--- src/rtl/stream_arb_rsp_router_pkg.sv ---
// Shared width helpers for the arbiter response router and its ID queue.
package stream_arb_rsp_router_pkg;

  // Pointer width for a storage of `depth` entries; never collapses to zero bits.
  function automatic int unsigned ptr_width(input int unsigned depth);
    return (depth > 1) ? $clog2(depth) : 1;
  endfunction

  // Width needed to count from 0 up to and including `max_val`.
  function automatic int unsigned cnt_width(input int unsigned max_val);
    return $clog2(max_val + 1);
  endfunction

endpackage

--- src/rtl/stream_arb_rsp_router_fifo_v3.sv ---
// fifo_v3-compatible synchronous FIFO used as the in-order ID queue of the router.
module stream_arb_rsp_router_fifo_v3
  import stream_arb_rsp_router_pkg::*;
#(
  parameter bit          FALL_THROUGH = 1'b0,
  parameter int unsigned DATA_WIDTH   = 32,
  parameter int unsigned DEPTH        = 8,
  localparam int unsigned AddrW       = ptr_width(DEPTH),
  localparam int unsigned UsageW      = cnt_width(DEPTH)
) (
  input  logic                  clk_i,
  input  logic                  rst_ni,
  input  logic                  flush_i,
  input  logic                  testmode_i,
  output logic                  full_o,
  output logic                  empty_o,
  output logic [UsageW-1:0]     usage_o,
  input  logic [DATA_WIDTH-1:0] data_i,
  input  logic                  push_i,
  output logic [DATA_WIDTH-1:0] data_o,
  input  logic                  pop_i
);

  logic [AddrW-1:0]                 rd_ptr_q, rd_ptr_d;
  logic [AddrW-1:0]                 wr_ptr_q, wr_ptr_d;
  logic [UsageW-1:0]                cnt_q, cnt_d;
  logic [DEPTH-1:0][DATA_WIDTH-1:0] mem_q, mem_d;
  logic                             push_ok, pop_ok, bypass;
  logic                             unused_testmode;

  assign unused_testmode = testmode_i;

  function automatic logic [AddrW-1:0] ptr_inc(input logic [AddrW-1:0] p);
    return (p == AddrW'(DEPTH - 1)) ? '0 : p + AddrW'(1);
  endfunction

  // In fall-through mode an empty FIFO presents the incoming word directly.
  assign bypass  = FALL_THROUGH && (cnt_q == '0) && push_i;
  assign full_o  = (cnt_q == UsageW'(DEPTH));
  assign empty_o = (cnt_q == '0) && !bypass;
  assign usage_o = cnt_q;
  assign data_o  = bypass ? data_i : mem_q[rd_ptr_q];
  assign push_ok = push_i && !full_o;
  assign pop_ok  = pop_i && !empty_o;

  always_comb begin
    rd_ptr_d = rd_ptr_q;
    wr_ptr_d = wr_ptr_q;
    cnt_d    = cnt_q;
    mem_d    = mem_q;
    if (push_ok) begin
      mem_d[wr_ptr_q] = data_i;
      wr_ptr_d        = ptr_inc(wr_ptr_q);
    end
    if (pop_ok) begin
      rd_ptr_d = ptr_inc(rd_ptr_q);
    end
    cnt_d = cnt_q + UsageW'(push_ok) - UsageW'(pop_ok);
    if (flush_i) begin
      rd_ptr_d = '0;
      wr_ptr_d = '0;
      cnt_d    = '0;
    end
  end

  always_ff @(posedge clk_i or negedge rst_ni) begin
    if (!rst_ni) begin
      rd_ptr_q <= '0;
      wr_ptr_q <= '0;
      cnt_q    <= '0;
      mem_q    <= '0;
    end else begin
      rd_ptr_q <= rd_ptr_d;
      wr_ptr_q <= wr_ptr_d;
      cnt_q    <= cnt_d;
      mem_q    <= mem_d;
    end
  end

`ifndef SYNTHESIS
  assert property (@(posedge clk_i) disable iff (!rst_ni) cnt_q <= UsageW'(DEPTH));
`endif

endmodule

--- src/rtl/stream_arb_rsp_router.sv ---
// Forwards arbitrated requests downstream, queues their source indices in order,
// and steers the in-order responses back to the issuing input.
module stream_arb_rsp_router
  import stream_arb_rsp_router_pkg::*;
#(
  parameter int unsigned NumInp  = 2,
  parameter int unsigned MaxTxns = 4,
  parameter type         req_t   = logic,
  parameter type         rsp_t   = logic,
  localparam int unsigned IdxW   = $clog2(NumInp),
  localparam int unsigned CntW   = cnt_width(MaxTxns)
) (
  input  logic                    clk_i,
  input  logic                    rst_ni,
  input  req_t                    slv_req_i,
  input  logic [IdxW-1:0]         slv_idx_i,
  input  logic                    slv_valid_i,
  output logic                    slv_ready_o,
  output req_t                    mst_req_o,
  output logic                    mst_valid_o,
  input  logic                    mst_ready_i,
  input  rsp_t                    mst_rsp_i,
  input  logic                    mst_rsp_valid_i,
  output logic                    mst_rsp_ready_o,
  output rsp_t [NumInp-1:0]       slv_rsp_o,
  output logic [NumInp-1:0]       slv_rsp_valid_o,
  input  logic [NumInp-1:0]       slv_rsp_ready_i,
  output logic [CntW-1:0]         outstanding_o,
  output logic                    idle_o
);

  typedef logic [IdxW-1:0] idx_t;

  idx_t            head_idx;
  logic            full, empty, push, pop;
  logic [CntW-1:0] cnt_q, cnt_d;
  logic            idle_q, idle_d;
  logic [CntW-1:0] unused_usage;

  // Request path: pure pass-through, gated only by ID queue capacity.
  assign mst_req_o   = slv_req_i;
  assign mst_valid_o = slv_valid_i & ~full;
  assign slv_ready_o = mst_ready_i & ~full;
  assign push        = mst_valid_o & mst_ready_i;

  // Response path: the queue head selects which input sees the response.
  assign mst_rsp_ready_o = ~empty & slv_rsp_ready_i[head_idx];
  assign pop             = mst_rsp_valid_i & mst_rsp_ready_o;

  for (genvar g = 0; g < NumInp; g++) begin : g_rsp_lane
    assign slv_rsp_o[g] = mst_rsp_i;
  end

  always_comb begin
    slv_rsp_valid_o = '0;
    if (!empty) begin
      slv_rsp_valid_o[head_idx] = mst_rsp_valid_i;
    end
  end

  stream_arb_rsp_router_fifo_v3 #(
    .FALL_THROUGH (1'b0),
    .DATA_WIDTH   (IdxW),
    .DEPTH        (MaxTxns)
  ) i_id_queue (
    .clk_i      (clk_i),
    .rst_ni     (rst_ni),
    .flush_i    (1'b0),
    .testmode_i (1'b0),
    .full_o     (full),
    .empty_o    (empty),
    .usage_o    (unused_usage),
    .data_i     (slv_idx_i),
    .push_i     (push),
    .data_o     (head_idx),
    .pop_i      (pop)
  );

  // Outstanding counter; push and pop in the same cycle cancel.
  always_comb begin
    cnt_d = cnt_q;
    unique case ({push, pop})
      2'b10:   cnt_d = cnt_q + CntW'(1);
      2'b01:   cnt_d = cnt_q - CntW'(1);
      default: cnt_d = cnt_q;
    endcase
    idle_d = (cnt_d == '0);
  end

  always_ff @(posedge clk_i or negedge rst_ni) begin
    if (!rst_ni) begin
      cnt_q  <= '0;
      idle_q <= 1'b1;
    end else begin
      cnt_q  <= cnt_d;
      idle_q <= idle_d;
    end
  end

  assign outstanding_o = cnt_q;
  assign idle_o        = idle_q;

`ifndef SYNTHESIS
  // Protocol checks on the surrounding stream handshakes.
  assert property (@(posedge clk_i) disable iff (!rst_ni) mst_rsp_valid_i |-> !empty);
  assert property (@(posedge clk_i) disable iff (!rst_ni)
                   slv_valid_i |-> (32'(slv_idx_i) < NumInp));
  assert property (@(posedge clk_i) disable iff (!rst_ni)
                   (slv_valid_i && !slv_ready_o) |=> slv_valid_i);
  assert property (@(posedge clk_i) disable iff (!rst_ni) cnt_q <= CntW'(MaxTxns));
`endif

endmodule

--- config.mk ---
export PLATFORM = sky130hd
export DESIGN_NAME = stream_arb_rsp_router
export DESIGN_NICKNAME = d
export VERILOG_FILES = /design/src/rtl/stream_arb_rsp_router_pkg.sv /design/src/rtl/stream_arb_rsp_router_fifo_v3.sv /design/src/rtl/stream_arb_rsp_router.sv
export SDC_FILE = /design/constraint.sdc
export NUM_CORES = 1
export LEC_CHECK = 0
export CORE_AREA = 2 2 59 61
export DETAILED_ROUTE_END_ITERATION = 8
export DIE_AREA = 0 0 61 63
export DONT_BUFFER_PORTS = 1
export REMOVE_ABC_BUFFERS = 1
export SYNTH_ARGS = -nofsm -noshare
export SYNTH_HDL_FRONTEND = slang
export SYNTH_HIERARCHICAL = 1
export SYNTH_SLANG_ARGS = --single-unit
--- constraint.sdc ---
create_clock -name clk_i -period 3.25 [get_ports clk_i]
set_clock_uncertainty 0.1 [all_clocks]
set_input_delay 0.325 -clock clk_i [delete_from_list [all_inputs] [get_ports clk_i]]
set_output_delay 0.325 -clock clk_i [all_outputs]
set_load 0.03 [all_outputs]
# ---- Yosys cells after proc, flatten, opt, wreduce, memory -nomap -nowiden
# Index checks and enable logic that the tools add are counted.
dict set report classes {
  bitwise 8
  n_addsub 6
  magnitude_cmp 5
  n_eq_ne 5
  n_reduce_logical 8
  n_mux 13
}
# op count
set ops {}
lappend ops {{$eq 2x2->1 const B} 3}
lappend ops {{$logic_not 3->1} 2}
lappend ops {{$lt 2x3->1 const B} 2}
lappend ops {{$mux 2} 3}
lappend ops {{$pmux 3 s2} 1}
lappend ops {{$and 1x1->1} 5}
lappend ops {{$mux 1} 5}
lappend ops {{$add 2x1->2 const B} 2}
lappend ops {{$bwmux 4} 1}
lappend ops {{$logic_and 1x1->1} 4}
lappend ops {{$add 3x1->3} 1}
lappend ops {{$add 3x1->3 const B} 1}
lappend ops {{$eq 3x3->1 const B} 1}
lappend ops {{$sub 3x1->3} 1}
lappend ops {{$sub 3x1->3 const B} 1}
lappend ops {{$and 2x2->2} 1}
lappend ops {{$bmux 1 s2} 1}
lappend ops {{$demux 1 s2} 1}
lappend ops {{$eq 2x1->1 const B} 1}
lappend ops {{$ge 2x1->1 const B} 1}
lappend ops {{$logic_not 1->1} 2}
lappend ops {{$lt 1x2->1 const B} 1}
lappend ops {{$not 1->1} 2}
lappend ops {{$demux 1 s1} 1}
lappend ops {{$ge 1x1->1 const B} 1}
dict set report totals {
  inputBits 10
  out_inout_bits 12
  ff_bits 15
}

# ---- Logic depth before layout (Yosys ltp)
# Gate-level depths: netlist of the first run.
dict set report logic_depth {
  word_depth 9
  depth_mapped 14
  mapped_depth_nobuf 14
}

# ---- Hierarchy
# The synthesis of the first run kept the hierarchy.
# mod area_per_inst_um2 n_inst seq_area_each_um2 cells_per_inst
set modules_own_cells {}
lappend modules_own_cells {stream_arb_rsp_router_fifo_v3 648.1 1 275.3 64}
lappend modules_own_cells {stream_arb_rsp_router 290.3 1 101.3 28}

# ---- Worst setup path after synthesis of the first run
# OpenSTA, ideal clock, no wires.
dict set report synth_timing {
  path_type {reg-to-reg}
  start {register i_id_queue.rd_ptr_q[0]}
  end {register i_id_queue.cnt_q[2], in the netlist i_id_queue/usage_o[2]}
  arrival_time_ns 3.093
  path_slack_ns -0.029
  synth_period_minus_slack_ns 3.279
  required_time_ns 3.064
  path_stages_with_launch 15
  cell_sequence {dfrtp_1 > mux4_2 > mux2i_1 > nor2_1 > and2_1 > o31ai_1 > inv_1 > ha_1 > inv_1 > ha_1 > inv_1 > fa_1 > xor2_1 > and2_2 > nor3_1}
}
dict set report synth_between {
  elab_chain_len 8
}
# element line
set synth_lines {}
lappend synth_lines {{start, declared} stream_arb_rsp_router_fifo_v3.sv:24} ;# logic [AddrW-1:0] rd_ptr_q, rd_ptr_d;
lappend synth_lines {{start signal, assigned} stream_arb_rsp_router_fifo_v3.sv:73} ;# rd_ptr_q <= rd_ptr_d;
lappend synth_lines {{$bmux 1 s2} stream_arb_rsp_router_fifo_v3.sv:42} ;# assign data_o = bypass ? data_i : mem_q[rd_ptr_q];
lappend synth_lines {{$mux 1 (not written as such)} stream_arb_rsp_router_fifo_v3.sv:42}
lappend synth_lines {{via head_idx} stream_arb_rsp_router.sv:34} ;# idx_t head_idx;
lappend synth_lines {{$mux 1 (not written as such) (2 in series)} stream_arb_rsp_router.sv:47} ;# assign mst_rsp_ready_o = ~empty & slv_rsp_ready_i[head_idx];
lappend synth_lines {{$and 1x1->1} stream_arb_rsp_router.sv:47}
lappend synth_lines {{via mst_rsp_ready_o} stream_arb_rsp_router.sv:24} ;# output logic mst_rsp_ready_o,
lappend synth_lines {{$and 1x1->1} stream_arb_rsp_router.sv:48} ;# assign pop = mst_rsp_valid_i & mst_rsp_ready_o;
lappend synth_lines {{via pop} stream_arb_rsp_router.sv:35} ;# logic full, empty, push, pop;
lappend synth_lines {{$logic_and 1x1->1} stream_arb_rsp_router_fifo_v3.sv:44} ;# assign pop_ok = pop_i && !empty_o;
lappend synth_lines {{$sub 3x1->3} stream_arb_rsp_router_fifo_v3.sv:58} ;# cnt_d = cnt_q + UsageW'(push_ok) - UsageW'(pop_ok);
lappend synth_lines {{via i_id_queue.cnt_d[2]} stream_arb_rsp_router_fifo_v3.sv:26} ;# logic [UsageW-1:0] cnt_q, cnt_d;
lappend synth_lines {{end signal, assigned} stream_arb_rsp_router_fifo_v3.sv:75} ;# cnt_q <= cnt_d;
lappend synth_lines {{end, declared} stream_arb_rsp_router_fifo_v3.sv:26}
# The timed path passes the listed nets, and every way through them passes these cells. The select of a mux whose other input is x is not followed.
# A chain may end at the register's enable or synchronous reset.

# ---- Final worst setup path of the first run
dict set report layout_timing {
  start {register i_id_queue.rd_ptr_q[0]}
  end {register i_id_queue.cnt_q[2], in the netlist i_id_queue/usage_o[2]}
}
dict set report layout_between {
  elab_chain_len 8
}
# element line
set layout_lines {}
lappend layout_lines {{$bmux 1 s2} stream_arb_rsp_router_fifo_v3.sv:42}
lappend layout_lines {{$mux 1 (not written as such)} stream_arb_rsp_router_fifo_v3.sv:42}
lappend layout_lines {{via head_idx} stream_arb_rsp_router.sv:34}
lappend layout_lines {{$mux 1 (not written as such) (2 in series)} stream_arb_rsp_router.sv:47}
lappend layout_lines {{$and 1x1->1} stream_arb_rsp_router.sv:47}
lappend layout_lines {{$and 1x1->1} stream_arb_rsp_router.sv:48}
lappend layout_lines {{via pop} stream_arb_rsp_router.sv:35}
lappend layout_lines {{$logic_and 1x1->1} stream_arb_rsp_router_fifo_v3.sv:44}
lappend layout_lines {{$sub 3x1->3} stream_arb_rsp_router_fifo_v3.sv:58}
lappend layout_lines {{via i_id_queue.cnt_d[2]} stream_arb_rsp_router_fifo_v3.sv:26}
# The timed path passes the listed nets, and every way through them passes these cells. The select of a mux whose other input is x is not followed.

==> flow_metrics.py, run 1 <==
metrics = {
    "timing": {
        "finalWorstSetupSlack_ns": 0.2477,
        "finalMaxSlewViolations": 0,
        "timing.max_slew.rel_slack_pct": 54.58,
        "worst_pin_slew_ns": 0.6791,
        "timing_hold_violations_final": 0,
        "period_utilisation_layout_pct": 92.38,
        "fmax_mhz": 333.1,
        "setup_viol": 0,
        "aggregate_negative_setup_slack_ns": 0,
        "fin_worst_hold_slack_ns": 0.07526,
        "grt_setup_unrepaired": "no",
        "final.min_clock_period_ns": 3.002,
    },
    "status": {
        "status": "finished clean",
    },
    "place": {
        "detailedPlace.worstSlack_ns": 0.1524,
        "gp_congestion": 0.7352,
        "post-dp-hpwl_um": 1295,
        "port_buffers": 0,
    },
    "drt": {
        "drc_errors": 0,
        "drt-wirelength-per-cell_um": 11.46,
        "dr_total_vias": 663,
        "detail_route.first_pass.iterations": 4,
        "route.antenna.remaining_nets": 0,
        "first_iter_violations": 37,
        "routed_wl_um": 1639,
        "vias_per_cell": 4.636,
    },
    "clock_network": {
        "clkSinkCount": 15,
        "cts.clk_slew.worst_paths_ns": 0.09,
        "clk_latency_worst_skew_pair_ns": 0.28,
        "tritoncts.num_buffers": 3,
        "htreeDepth": 1,
        "cts_root_buf": "sky130_fd_sc_hd__clkbuf_4",
        "tritoncts": "yes",
        "clock_path_buffers": 2,
    },
    "global_route": {
        "initial_antenna_violation_count": 0,
        "globalRoute.busiestLayer": "met2",
        "groute.layer.met1.usage_pct": 12.50,
        "grt_pass1_wl_um": 2994,
        "grtUsageTotal_pct": 10.20,
        "global_route.usage.met3_pct": 4.969,
        "grt_util_met2_pct": 16.26,
        "overflow": 0,
        "grt_pass1_vias": 666,
        "grt_start_max_net_pins": 16,
    },
    "worst_setup_path": {
        "critPathCaptureType": "register",
        "rr_startpoint": "i_id_queue/rd_ptr_q[0]$_DFFE_PN0P_",
        "critPathArrivalTime_ns": 3.11,
        "cp-start-kind": "register",
        "crit_family": "adder cells",
        "critical_path.max_fanout": 3,
        "cp_common_cell": "sky130_fd_sc_hd__inv_1",
        "cp.required_ns": 3.35,
        "critical_path.startpoint": "i_id_queue/rd_ptr_q[0]$_DFFE_PN0P_",
        "crit_path_cell_trace": "mux4_2 > mux2i_1 > nor2_1 > and2_1 > o31ai_2 > inv_1 > ha_1 > inv_1 > ha_1 > inv_1 > fa_1 > xor2_1 > and2_2 > nor3_1",
        "crit_path_max_delay_cell_type": "sky130_fd_sc_hd__mux4_2",
        "critical_path_class": "reg -> reg",
        "critical_path.n_buffers_inverters": 3,
        "critical-path-max-stage-delay_ns": 0.54,
    },
    "die": {
        "fp-row-count": 21,
        "floorplan.die.height_um": 63,
        "start_util_pct": 29.04,
        "die_area_um2": 3843,
        "coreArea_um2": 3232,
        "io-pin-count": 22,
        "horizontal_extent_of_the_die_um": 61,
    },
    "pwr": {
        "pwr_density_cell_nw_per_um2": 822.7,
        "p_leak_nw": 0.4660,
        "worst_ir_drop_vdd_mv": 0.2067,
    },
    "synthesis": {
        "post_synth.cell_area_avg_um2": 10.20,
        "synth_cells": 92,
        "netlist_area_um2": 938.4,
        "synth-xor-area-share_pct": 3.733,
        "synth_mux_area_share_pct": 6.667,
        "yosys_register_bits": 15,
        "synth-compound-area-share_pct": 8.133,
        "synth_top_family_by_area": "simple AND/OR/NAND/NOR gates",
        "ys_top_cells_by_area": "sky130_fd_sc_hd__dfrtp_1 37%, sky130_fd_sc_hd__ha_1 9.3%, sky130_fd_sc_hd__o21ai_0 5.9%, sky130_fd_sc_hd__fa_1 4.3%, sky130_fd_sc_hd__nand2_1 4.0%",
        "synth_area_leader_cell": "sky130_fd_sc_hd__dfrtp_1",
        "yosys.cell_types.count": 32,
        "synthSimpleGateAreaFrac_pct": 20.53,
        "synth_sequential_area_ratio_pct": 40.13,
        "synth_warnings": 6,
        "yosys.area_share.adder_pct": 13.60,
        "netlist.area_leader.share_pct": 37.33,
    },
    "run": {
        "drv.max_cap_violation_count": 0,
    },
    "finish": {
        "final_net_count": 117,
        "share_of_layout_cells_above_drive_strength_1_pct": 16.49,
        "insertedDiodeCount": 0,
        "flow.area_growth_from_synthesis_pct": 10.53,
    },
    "hold_path": {
        "hold_class": "in -> reg",
        "hold_path_startpoint": "slv_idx_i",
    },
}
placed cells by master, fill, tap and decap left out, drive strengths merged, types with 2 or more instances in the layout:
master / Yosys / final
clkbuf: 1 / 4
nor2: 6 / 6
mux2: 2 / 2
dfrtp: 14 / 14
inv: 7 / 7
xor2: 2 / 2
nand2: 10 / 10
ha: 7 / 7
nor2b: 3 / 3
nor3b: 2 / 2
xnor2: 2 / 2
o21ai: 11 / 11
buf: 4 / 5
and2: 3 / 3
fa: 2 / 2
nor3: 3 / 3
state kept, by name (all words and copies together), names as in the netlist:
name	flops
i_id_queue/mem_q	4
i_id_queue/rd_ptr_q	2
outstanding_o	3
idle_o	1
i_id_queue/wr_ptr_q	2
i_id_queue/usage_o	3
layer usage:
layer,vias up,share of wire [%]
met3,0,6.4
met5,-,0
met1,334,42
met2,19,51
li1,310,-
met4,0,0
worst register-to-register path, stage by stage (launching register included):
cell and delay, ns:
sky130_fd_sc_hd__dfrtp_1 0.37, sky130_fd_sc_hd__mux4_2 0.54, sky130_fd_sc_hd__mux2i_1 0.17, sky130_fd_sc_hd__nor2_1 0.06, sky130_fd_sc_hd__and2_1 0.17, sky130_fd_sc_hd__o31ai_2 0.08, sky130_fd_sc_hd__inv_1 0.07, sky130_fd_sc_hd__ha_1 0.28
sky130_fd_sc_hd__inv_1 0.06, sky130_fd_sc_hd__ha_1 0.13, sky130_fd_sc_hd__inv_1 0.05, sky130_fd_sc_hd__fa_1 0.37, sky130_fd_sc_hd__xor2_1 0.16, sky130_fd_sc_hd__and2_2 0.20, sky130_fd_sc_hd__nor3_1 0.12
Yosys cell counts:
library cell and number:
sky130_fd_sc_hd__nor4b_2 1, sky130_fd_sc_hd__xnor2_1 2, sky130_fd_sc_hd__fa_1 2, sky130_fd_sc_hd__nor4bb_1 1, sky130_fd_sc_hd__and2_2 1, sky130_fd_sc_hd__nor3b_1 1, sky130_fd_sc_hd__and2_1 2, sky130_fd_sc_hd__nand2b_1 1
sky130_fd_sc_hd__nor2b_1 3, sky130_fd_sc_hd__xor2_1 2, sky130_fd_sc_hd__inv_1 7, sky130_fd_sc_hd__o31ai_1 1, sky130_fd_sc_hd__buf_4 3, sky130_fd_sc_hd__mux2i_1 1, sky130_fd_sc_hd__nor2_1 6, sky130_fd_sc_hd__nand2_1 10
sky130_fd_sc_hd__a21oi_1 1, sky130_fd_sc_hd__nor3_1 3, sky130_fd_sc_hd__a31o_1 1, sky130_fd_sc_hd__ha_1 7, sky130_fd_sc_hd__conb_1 1, sky130_fd_sc_hd__o21ai_0 11, sky130_fd_sc_hd__mux4_2 1, sky130_fd_sc_hd__clkbuf_1 1
sky130_fd_sc_hd__dfstp_2 1, sky130_fd_sc_hd__or3_1 1, sky130_fd_sc_hd__and3b_1 1, sky130_fd_sc_hd__or2_1 1, sky130_fd_sc_hd__nor3b_4 1, sky130_fd_sc_hd__mux2_4 2, sky130_fd_sc_hd__dfrtp_1 14, sky130_fd_sc_hd__buf_6 1
worst paths after layout:
| check | to | slack (ns) | depth (start not counted) |
|---|---|---|---|
| max | i_id_queue/usage_o[2]$_DFF_PN0_ | 0.25 | 14 |
| min | i_id_queue/mem_q[1]$_DFFE_PN0P_ | 0.08 | 2 |
| max reg2reg | i_id_queue/usage_o[2]$_DFF_PN0_ | 0.25 | 14 |
| min reg2reg | i_id_queue/mem_q[0]$_DFFE_PN0P_ | 0.41 | 2 |
| max in group asynchronous | i_id_queue/wr_ptr_q[1]$_DFFE_PN0P_ | 2.21 | 1 |
| min in group asynchronous | outstanding_o[1]$_DFF_PN0_ | 0.42 | 1 |
logic make-up after synthesis:
logic type / after synthesis
simple gates: 33
flops: 15
compound gates: 14
buf+inv: 12
fa+ha+maj: 9
xor+xnor: 4
mux: 4
other cells: 1
layout make-up:
type                       instances  area, um2
clock buffer                       4      26.28
timing repair buffer               6      47.55
fill                             346       2195
tap                               46      57.56
multi-input combinational         65      503.0
sequential                        15      376.6
inverter                           7      26.28
per-stage QoR:
stage	cell area [um2]	total power, W	instances	util [%]
2_1_floorplan	900.9	0.0006526	87	-
3_3_place_gp	988.4	0.0007308	137	30.58
3_5_place_dp	988.4	0.0007440	137	30.58
4_1_cts	1025	0.0008590	142	31.71
5_1_grt	1037	0.0009400	143	32.09
6_report	1037	0.0008533	143	32.09
timing repair:
| action | 4_1_cts | 5_1_grt |
|---|---|---|
| hold buffers | 1 | 0 |
| setup endpoints to repair | 0 | 1 |
| endpoints found under the hold margin | 15 | 0 |
| setup buffers | 0 | 1 |
| resized for setup | 0 | 1 |
where the power goes:
group,internal [W],leakage (nW),switching [W]
Clock,0.0000476,0.0150,0.0000601
Sequential,0.000253,0.194,0.000110
Combinational,0.000177,0.257,0.000206
Total,0.000477,0.466,0.000376
Note: power is estimated with default switching activity, not from simulation.
==> run 2: changes to the inputs <==
--- a/config.mk
+++ b/config.mk
@@ -5,9 +5,9 @@
 export SDC_FILE = /design/constraint.sdc
 export NUM_CORES = 1
 export LEC_CHECK = 0
-export CORE_AREA = 2 2 59 61
+export CORE_AREA = 2 2 65 55
 export DETAILED_ROUTE_END_ITERATION = 8
-export DIE_AREA = 0 0 61 63
+export DIE_AREA = 0 0 67 57
 export DONT_BUFFER_PORTS = 1
 export REMOVE_ABC_BUFFERS = 1
 export SYNTH_ARGS = -nofsm -noshare
==> run 2 against run 1 <==
Effect of this change: clock power grew 43%; first-iteration DRC count shrank 22%; critical path type unchanged; largest cell class unchanged; non-clock buffer count rose by 2; fmax is 0.98% lower; wire length increased by 9.6%.
==> flow_metrics.py, run 2 (synthesized netlist as in run 1, its figures left out) <==
metrics = {
    "status": {
        "status": "finished clean",
    },
    "worst_setup_path": {
        "cp-start-kind": "register",
        "critPathArrivalTime_ns": 3.11,
        "timing.reg2reg.worst_path_depth": 14,
        "critical_path.max_fanout": 3,
        "rr_startpoint": "i_id_queue/rd_ptr_q[0]$_DFFE_PN0P_",
        "reg_to_reg_endpoint": "i_id_queue/usage_o[2]$_DFF_PN0_",
        "critical_path_class": "reg -> reg",
        "cp_common_cell": "sky130_fd_sc_hd__inv_1",
        "crit_path_cell_trace": "mux4_2 > mux2i_1 > nor2_1 > and2_1 > o31ai_2 > inv_1 > ha_1 > inv_1 > ha_1 > inv_1 > fa_1 > xor2_1 > and2_2 > nor3_2",
        "timing.reg2reg.setup_slack_ns": 0.22,
        "critPathCaptureType": "register",
        "crit_path_max_delay_cell_type": "sky130_fd_sc_hd__mux4_2",
        "critical-path-max-stage-delay_ns": 0.55,
        "cp.required_ns": 3.32,
    },
    "place": {
        "gp_congestion": 0.6786,
        "post-dp-hpwl_um": 1388,
        "port_buffers": 0,
        "placed_cells": 135,
    },
    "drt": {
        "vias_per_cell": 4.567,
        "drt-wirelength-per-cell_um": 12.74,
        "drc_errors": 0,
        "first_iter_violations": 29,
        "route.antenna.remaining_nets": 0,
        "detail_route.first_pass.iterations": 4,
        "dr_total_vias": 644,
        "routed_wl_um": 1797,
    },
    "clock_network": {
        "clkSinkCount": 15,
        "htreeDepth": 1,
        "clk_latency_worst_skew_pair_ns": 0.25,
        "tritoncts": "yes",
        "cts.clk_slew.worst_paths_ns": 0.06,
        "cts_root_buf": "sky130_fd_sc_hd__clkbuf_8",
        "tritoncts.num_buffers": 3,
        "clock_path_buffers": 2,
    },
    "die": {
        "die_area_um2": 3819,
        "io-pin-count": 22,
        "start_util_pct": 29.02,
        "floorplan.die.height_um": 57,
        "fp-row-count": 19,
        "horizontal_extent_of_the_die_um": 67,
        "coreArea_um2": 3233,
    },
    "timing": {
        "period_utilisation_layout_pct": 93.29,
        "timing.max_slew.rel_slack_pct": 50.22,
        "finalMaxSlewViolations": 0,
        "worst_pin_slew_ns": 0.7442,
        "grt_setup_unrepaired": "no",
        "fmax_mhz": 329.8,
        "fin_worst_hold_slack_ns": 0.1111,
        "timing_hold_violations_final": 0,
        "aggregate_negative_setup_slack_ns": 0,
        "final.min_clock_period_ns": 3.032,
        "setup_viol": 0,
    },
    "finish": {
        "final_std_cells_w_o_fill": 141,
        "multi_input_comb_area_um2": 508.0,
        "largest_register_ffs": 4,
        "insertedDiodeCount": 0,
        "layout.cells.most_common": "sky130_fd_sc_hd__dfrtp_1",
        "fillers": 355,
        "flow.area_growth_from_synthesis_pct": 14.27,
        "share_of_layout_cells_above_drive_strength_1_pct": 20.20,
        "final_net_count": 119,
        "most-common-layout-cells": "14 x sky130_fd_sc_hd__dfrtp_1, 11 x sky130_fd_sc_hd__o21ai_0, 10 x sky130_fd_sc_hd__nand2_1",
        "largest-register": "i_id_queue/mem_q",
        "layout.area.seq_um2": 376.6,
    },
    "global_route": {
        "grt_start_max_net_pins": 16,
        "initial_antenna_violation_count": 0,
        "grtUsageTotal_pct": 10.61,
        "overflow": 0,
        "grt_pass1_wl_um": 2973,
        "grt_pass1_vias": 661,
    },
    "run": {
        "drv.max_cap_violation_count": 0,
    },
    "pwr": {
        "pwr_density_cell_nw_per_um2": 880.2,
        "tot_pwr_w": 0.0009438,
        "p_leak_nw": 0.4871,
        "worst_ir_drop_vdd_mv": 0.1772,
    },
    "hold_path": {
        "hold_path_startpoint": "slv_idx_i",
        "hold-path-cell-count": 2,
        "hold_class": "in -> reg",
        "timing.hold.worst_endpoint": "i_id_queue/mem_q[2]$_DFFE_PN0P_",
    },
}
run 2: cell types whose count changed in the layout (fill, tap and decap cells not counted), sizes merged:
| cell | before | now |
|---|---|---|
| clkbuf | 4 | 3 |
| buf | 5 | 7 |
| clkinv | 0 | 1 |
run 2: worst max path at each step:
stage,from,endpoint,slack [ns]
6_report,i_id_queue/rd_ptr_q[0]$_DFFE_PN0P_,i_id_queue/usage_o[2]$_DFF_PN0_,0.22
2_1_floorplan,i_id_queue/rd_ptr_q[0]$_DFFE_PN0P_,i_id_queue/usage_o[2]$_DFF_PN0_,-0.03
4_1_cts,i_id_queue/rd_ptr_q[0]$_DFFE_PN0P_,i_id_queue/usage_o[2]$_DFF_PN0_,0.1
3_5_place_dp,i_id_queue/rd_ptr_q[0]$_DFFE_PN0P_,i_id_queue/usage_o[2]$_DFF_PN0_,0.12
5_1_grt,i_id_queue/rd_ptr_q[0]$_DFFE_PN0P_,i_id_queue/usage_o[2]$_DFF_PN0_,0.005
3_3_place_gp,i_id_queue/rd_ptr_q[0]$_DFFE_PN0P_,i_id_queue/usage_o[2]$_DFF_PN0_,0.18
run 2: where the power goes:
group	total, W	switching, W	internal [W]
clock network	0.000154	0.0000691	0.0000850
logic	0.000426	0.000228	0.000198
registers	0.000363	0.000110	0.000254
run 2: worst max-delay path: cells and delay by family, from the launching register on:
family,cells,cell delay [ns]
and+or+nand+nor,4,0.57
xor gates and xnor gates,1,0.16
muxes,2,0.72
buffers and inverters,3,0.19
DFF,1,0.37
AOI/OAI and AO/OA,1,0.08
adders and majority gates,3,0.77
run 2: per-stage QoR:
step                cell area (um2)  utilization (%)  setup WS [ns]
floorplan                     900.9                -       -0.02879
global placement              998.5            30.88         0.1847
detailed placement            998.5            30.88         0.1161
CTS                            1055            32.62        0.09687
global route                   1072            33.17       0.004545
finish                         1072            33.17         0.2182
run 2: final cells by class:
class	instances	share of cell area, %
tap	42	4.901
sequential	15	35.12
clock inverter	1	0.4667
timing repair buffer	8	5.834
inverter	7	2.450
multi-input combinational	65	47.37
clock buffer	3	3.851
run 2: what timing repair did:
item	CTS	global route
resized for setup	0	2
endpoints found under the hold margin	15	0
hold buffers	1	0
endpoints found under the setup margin	0	1
setup buffers	0	1
run 2: routing by layer:
layer	part of all wire [%]	up-vias	GRT usage [%]	routed length [um]
li1	-	314	-	-
met4	0.83	0	2.624	15
met3	7.2	2	5.523	129
met5	0	-	0	0
met2	48	16	17.11	860
met1	44	312	12.47	792
